File: src/rtl/sp_round_ctrl.sv
// Feistel round sequencer over four 16-bit words: result ROUNDS+1 cycles after accept, held until out_ready.
// Input is refused while a block is in flight; define SP_DECRYPT_EN to add a dec input for inverse rounds.
module sp_round_ctrl #(
    parameter int ROUNDS = 32
) (
    input  logic        clk,
    input  logic        rst_n,
    input  logic        in_valid,
    output logic        in_ready,
    input  logic [63:0] in_block,
`ifdef SP_DECRYPT_EN
    input  logic        dec,
`endif
    input  logic [47:0] round_key,
    output logic [5:0]  round_idx,
    output logic [47:0] pbox_data,
    input  logic [15:0] f_in,
    output logic        out_valid,
    input  logic        out_ready,
    output logic [63:0] out_block
);
    typedef enum logic [1:0] {IDLE, RUN, DONE} fsm_t;

    localparam logic [5:0] LAST = 6'(ROUNDS - 1);

    fsm_t        r_fsm;
    logic [63:0] r_blk;
    logic [5:0]  r_cnt;
    logic        r_dec;
    logic        r_in_rdy;
    logic        r_out_vld;

    logic        w_dec_in;
    logic [5:0]  w_first_idx;
    logic        w_last;
    logic [5:0]  w_cnt_next;
    logic [47:0] w_mix;
    logic [63:0] w_next;

`ifdef SP_DECRYPT_EN
    assign w_dec_in = dec;
`else
    assign w_dec_in = 1'b0;
`endif

    // The counter is the round index itself: it runs down when decrypting so keys come out in reverse.
    assign w_first_idx = w_dec_in ? LAST : 6'd0;
    assign w_last      = r_dec ? (r_cnt == 6'd0) : (r_cnt == LAST);
    assign w_cnt_next  = r_dec ? (r_cnt - 6'd1) : (r_cnt + 6'd1);

    assign w_mix  = r_dec ? r_blk[63:16] : r_blk[47:0];
    assign w_next = r_dec ? {r_blk[15:0] ^ f_in, r_blk[63:16]}
                          : {r_blk[47:0], r_blk[63:48] ^ f_in};

    assign pbox_data = (r_fsm == RUN) ? (w_mix ^ round_key) : 48'd0;
    assign in_ready  = r_in_rdy;
    assign out_valid = r_out_vld;
    assign round_idx = r_cnt;
    assign out_block = r_out_vld ? r_blk : 64'd0;

    always_ff @(posedge clk or negedge rst_n) begin
        if (!rst_n) begin
            r_fsm     <= IDLE;
            r_blk     <= 64'd0;
            r_cnt     <= 6'd0;
            r_dec     <= 1'b0;
            r_in_rdy  <= 1'b1;
            r_out_vld <= 1'b0;
        end else begin
            case (r_fsm)
                IDLE: begin
                    if (in_valid) begin
                        r_fsm    <= RUN;
                        r_blk    <= in_block;
                        r_dec    <= w_dec_in;
                        r_cnt    <= w_first_idx;
                        r_in_rdy <= 1'b0;
                    end
                end
                RUN: begin
                    r_blk <= w_next;
                    // Counter stops on the final round so round_idx keeps showing it afterwards.
                    if (w_last) begin
                        r_fsm     <= DONE;
                        r_out_vld <= 1'b1;
                    end else begin
                        r_cnt <= w_cnt_next;
                    end
                end
                DONE: begin
                    if (out_ready) begin
                        r_fsm     <= IDLE;
                        r_out_vld <= 1'b0;
                        r_in_rdy  <= 1'b1;
                    end
                end
                default: r_fsm <= IDLE;
            endcase
        end
    end
endmodule

File: config.mk
export PLATFORM = sky130hd
export DESIGN_NAME = sp_round_ctrl
export DESIGN_NICKNAME = d
export VERILOG_FILES = /design/src/rtl/sp_round_ctrl.sv
export SDC_FILE = /design/constraint.sdc
export NUM_CORES = 1
export LEC_CHECK = 0
export CORE_ASPECT_RATIO = 0.5
export CORE_MARGIN = 3
export CORE_UTILIZATION = 40
export CTS_CLUSTER_DIAMETER = 40
export DETAILED_ROUTE_END_ITERATION = 10
export MAX_ROUTING_LAYER = met4
export PLACE_DENSITY = 0.84
export SYNTH_ARGS = -nofsm -noshare
export SYNTH_HDL_FRONTEND = slang
export SYNTH_SLANG_ARGS = --single-unit
File: constraint.sdc
create_clock -name clk -period 1.8 [get_ports clk]
set_input_delay 0.27 -clock clk [delete_from_list [all_inputs] [get_ports clk]]
set_output_delay 0.27 -clock clk [all_outputs]
set_load 0.03 [all_outputs]
After elaboration in Yosys (flattened, before gate mapping)
Index checks and enable logic that the tools add are counted.
W data, S select, Z words.
{ "classes": {"add_sub_neg": 1, "eq_ne": 7, "muxes": 17, "bitwise": 2, "reduce_logical": 9} }
{ "op_table": {"columns": ["operator", "count"], "rows": [
  ["$mux W64", 2],
  ["$pmux W64 S2", 1],
  ["$mux W48", 1],
  ["$xor A48 B48 Y48", 1],
  ["$xor A16 B16 Y16", 1],
  ["$mux W6", 2],
  ["$pmux W6 S2", 1],
  ["$reduce_and A3 Y1", 4],
  ["$ne A2 B2 Y1 const B", 4],
  ["$add A6 B1 Y6 const B", 1],
  ["$eq A6 B5 Y1 const B", 1],
  ["$mux W2", 3],
  ["$pmux W2 S3", 1],
  ["$reduce_bool A2 Y1", 3],
  ["$mux W1", 4],
  ["$pmux W1 S2", 2],
  ["$eq A2 B1 Y1 const B", 1],
  ["$eq A2 B2 Y1 const B", 1],
  ["$logic_not A2 Y1", 1],
  ["$reduce_and A2 Y1", 1]
]} }
{ "word_totals": {"register_bits": 74, "in_bits": 132, "out_inout_bits": 120, "wordCells": 41} }

Longest topological paths before layout
{ "depth": {"word_depth": 3, "ltp_mapped": 6, "mapped_depth_nobuf": 4} }

Worst setup path before layout
Ideal clock, no wire load.
{ "synth_path": {"path_type": "flip-flop to output port", "startpoint": "reg r_fsm[1]", "endpoint": "out pbox_data[10]", "arrival_ns": 1.432, "required_time_ns": 1.530, "path_slack_ns": 0.098, "stages_incl_launch_ff": 6, "n_path_buf": 3, "cell_sequence": "dfrtp_1 nand2b_1 buf_2 buf_2 buf_2 nor2_1"} }
{ "synth_via": {"elab_chain_cells": 2} }
{ "synth_rtl": {"columns": ["element", "line", "text"], "rows": [
  ["start: declaration", "26", "fsm_t r_fsm;"],
  ["start signal: assignment", "63", "r_fsm <= IDLE;"],
  ["start signal: assignment", "73", "r_fsm <= RUN;"],
  ["start signal: assignment", "84", "r_fsm <= DONE;"],
  ["$eq A2 B1 Y1", "55", "assign pbox_data = (r_fsm == RUN) ? (w_mix ^ round_key) : 48'd0;"],
  ["$mux W48", "55", null],
  ["end: declaration", "16", "output logic [47:0] pbox_data,"]
]} }
No other way between the ends.

Final worst setup path
{ "layout_path": {"startpoint": "reg r_fsm[0]", "endpoint": "out pbox_data[19]"} }
The elaborated chain is that of the path after synthesis.

==> metrics.yaml <==
global_routing:
  globalRouteOverflowTotal: 0
  pin_count_of_the_biggest_net_entering_global_routing: 83
  number_of_antenna_violations_at_the_first_check_in_global_routing: 1
  grt_util_all_layers_pct: 26.3
  wire_length_of_the_first_global_routing_pass_microns: 25600
  vias_in_the_first_global_route: 4470
drt:
  post_drt_via_cell_ratio: 5.07
  total_length_of_routed_wires_microns: 17500
  drt.antenna.violating_nets: 0
  wl_per_cell_microns: 18.9
  drtIter0Drc: 336
  route.detailed.drc: 0
  vias: 4716
  detailedRoute.firstPassIterationCount: 5
placed_design:
  place.port_buffers: 251
  globalplace.congestion: 0.915
  place_hpwl_microns: 13500
clock_network:
  clkSinkCount: 74
  numCtsBuffers: 9
  h-tree-depth: 3
  tritoncts: "yes"
  clock_transition_at_the_register_clock_pins_on_the_worst_setup_and_hold_paths_after_cts_ns: 0.06
  clock_tree.buffer_depth: 2
  clock_latency_ns: 0.34
  clk_root_buffer_cell: "clkbuf_16"
worst_setup_path:
  endpoint_kind: "primary output"
  cpMaxStageDelayCell: "dfrtp_2"
  worstPathRequired_ns: 1.53
  ff2ff_setup_slack_ns: 0.13
  timing.critical_path.buf_inv: 2
  maximum_fanout_along_the_worst_path: 43
  worst-r2r-cell-count: 5
  critical-path-max-stage-delay_ns: 0.48
  crit_arrival_ns: 1.47
  kind_of_cell_adding_the_most_delay_to_the_critical_path: "flip-flops"
  criticalPathCategory: "flop to primary output"
  crit_path_start_kind: "flop"
  critical_path.cell_chain: "nand2b_4 -> buf_12 -> nor2_1 -> buf_4"
  critical_register_to_register_path_startpoint: "r_fsm[1]"
  crit-reg2reg-capture: "r_blk[59]"
sta:
  final_max_slew_viol_count: 0
  hold_slack_ns: 0.469
  report.final.hold_viol_count: 0
  totalNegativeSetupSlack_ns: 0
  achievable_clock_frequency_mhz: 573
  finalSetupViolations: 0
  finClkSkew_ns: 0.00539
  rsz0062_at_grt: "no"
  fraction_of_the_cycle_the_final_worst_path_needs_pct: 96.9
  timing.slew.headroom_pct: 65.7
  worst_slew_pin_slew_ns: 0.514
  final_period_minus_worst_setup_slack_ns: 1.74
power:
  power.leakage_nw: 3.48
  sw_frac_of_total_pct: 49.9
  power.share.combinational_pct: 62.3
  share_seq_of_total_power_pct: 25.9
  power_report.internal_total_w: 0.00760
  max-vdd-ir-drop_v: 0.000948
  power.density_cell_area_mw_per_mm2: 2040
  share_clk_of_total_power_pct: 11.8
  power.net_switching_w: 0.00756
layout:
  areaGrowthSynthToFinish_pct: 57.7
  area_of_the_multi_input_gates_sq_mm: 0.00260
  postLayoutCoreUtil_pct: 66.1
  fillerInstances: 913
  num-nets-final: 901
  sequential_cell_area_sq_mm: 0.00186
  final_layout_size_suffix_gt1_share_pct: 20.0
  antenna_cells: 0
floorplanning:
  initial_standard_cell_utilization_of_the_core_pct: 41.9
  rows: 27
  die_width_microns: 160
  placeableCoreArea_sq_mm: 0.0112
  die_height_microns: 82.8
  overall_die_area_sq_mm: 0.0132
  pin_count: 252
synth:
  synth.distinct_cells: 37
  syn_nets: 662
  synth.top_cells.by_area: "dfrtp_1, mux2i_1, xnor2_1"
  syn-instance-count: 529
  ys_seq_elements: 74
  asyncSetResetFlopFracSynth_pct: 100
  synth.cell_area_sq_mm: 0.00472
  synth_compound_gate_area_share_pct: 12.3
  synthesis.yosys.warnings: 0
  synth_mux_area_share_pct: 10.2
  syn_avg_cell_area_sq_um: 8.91
  post_synth_fa_ha_maj_area_fraction_pct: 0.265
  synth_seq_area_share_pct: 39.3
  synth_ff_type: "dfrtp_1"
  synth_enable_flop_cells: 0
  xor_xnor_share_of_the_synthesized_area_pct: 11.9
  synth-simple-area-share_pct: 20.0
  synth_top_family_by_area: "simple AND/OR/NAND/NOR gates"
  synth_area_leader_cell: "dfrtp_1"
  netlist.area_leader.share_pct: 38.7
worst_hold_path:
  timing.hold.worst.class: "input port to asynchronous set/reset pin"
run:
  drv.max_cap_violation_count: 0
run_status:
  status: "finished clean"
## power by group through the flow
stage | combinational (W) | sequential, W | clock (W)
final | 0.00945 | 0.00392 | 0.00179
after global routing | 0.0101 | 0.00402 | 0.00189
after CTS | 0.00947 | 0.00389 | 0.00180
after detailed placement | 0.00940 | 0.00391 | 0
after global placement | 0.00924 | 0.00389 | 0
after floorplan | 0.00610 | 0.00345 | 0
## timing repair
item,4_1_cts,5_1_grt
endpoints found under the hold margin,36,0
hold buffers,1,0
gates resized for setup,7,6
cloned,0,0
buffers inserted,0,1
endpoints found under the setup margin,48,40
pin swaps,0,0
## state kept, by name (all words and copies together) (netlist names)
register   flops
r_blk         64
out_valid      1
in_ready       1
r_fsm          2
round_idx      6
## placed cells by master (no fill, tap or decap), drive strengths merged, types with 2 or more instances in the layout
| cell | synthesis | final |
|---|---|---|
| nor3 | 3 | 3 |
| dlygate4sd2 | 0 | 2 |
| nand2 | 72 | 72 |
| dlymetal6s2s | 0 | 4 |
| xnor2 | 48 | 48 |
| buf | 24 | 129 |
| o22ai | 16 | 16 |
| o211ai | 2 | 2 |
| and2 | 64 | 64 |
| nor2 | 49 | 49 |
| nand4 | 2 | 2 |
| inv | 5 | 5 |
| nand2b | 3 | 3 |
| clkdlybuf4s50 | 0 | 131 |
| a21oi | 3 | 3 |
| a21o | 3 | 3 |
| dfrtp | 73 | 73 |
| clkinv | 0 | 2 |
| xor2 | 16 | 16 |
| o21ai | 68 | 68 |
| clkbuf | 15 | 11 |
| mux2i | 48 | 48 |
## worst register-to-register path: stages, from the launching register on
cell	delay, ns
dfrtp_2	0.40
buf_4	0.16
and2b_4	0.37
buf_12	0.19
mux2i_1	0.32
o21ai_1	0.10
## worst max-delay path by stage
| stage | startpoint | to | slack (ns) | cells past startpoint |
|---|---|---|---|---|
| 2_1_floorplan | r_fsm[1] | pbox_data[10] | 0.1 | 5 |
| 3_3_place_gp | r_fsm[1] | pbox_data[21] | 0.24 | 4 |
| 3_5_place_dp | in_valid | r_blk[49] | 0.19 | 5 |
| 4_1_cts | round_idx[0] | round_idx[0] | 0.009 | 1 |
| 5_1_grt | r_fsm[0] | pbox_data[16] | 0.005 | 4 |
| 6_report | r_fsm[0] | pbox_data[19] | 0.06 | 4 |
## final cells by class
class,count,share of cell area [%]
clock buffer,11,3.40
timing repair buffer,267,33.3
multi-input combinational,411,34.9
inverter,5,0.252
clock inverter,3,0.538
sequential,74,24.9
tap,159,2.67
## metrics by stage
| stage | cell area, sq um | setup WS [ns] | std cells | power, W |
|---|---|---|---|---|
| after floorplan | 4720 | 0.0976 | 529 | 0.00955 |
| after global placement | 7100 | 0.239 | 914 | 0.0131 |
| after detailed placement | 7100 | 0.191 | 914 | 0.0133 |
| after CTS | 7410 | 0.00874 | 929 | 0.0152 |
| after global routing | 7440 | 0.00519 | 930 | 0.0160 |
| final | 7440 | 0.0554 | 930 | 0.0152 |
## synthesized netlist by cell type (all sizes together) (2+ instances only)
library cell	count
clkbuf	15
nor2	49
nand2	72
nand2b	3
a21o	3
mux2i	48
xor2	16
buf	24
o21ai	68
and2	64
o211ai	2
nor3	3
dfrtp	73
o22ai	16
a21oi	3
inv	5
nand4	2
xnor2	48
## routing by layer
metal / GRT usage [%] / up-vias / part of all wire, %
met5: - / - / 0
met4: 6.81 / 0 / 1.4
met3: 4.06 / 25 / 5.1
met2: 45.7 / 172 / 51
met1: 33.1 / 2284 / 42
li1: - / 2235 / -
## cells by family after synthesis
kind of cell | Yosys count
AO/OA/AOI/OAI | 101
XOR/XNOR | 64
adder cells (fa/ha/maj) | 1
buffers and inverters | 44
flip-flops | 74
multiplexers | 48
AND/OR/NAND/NOR | 197
Power figures use the tool's default switching activity.
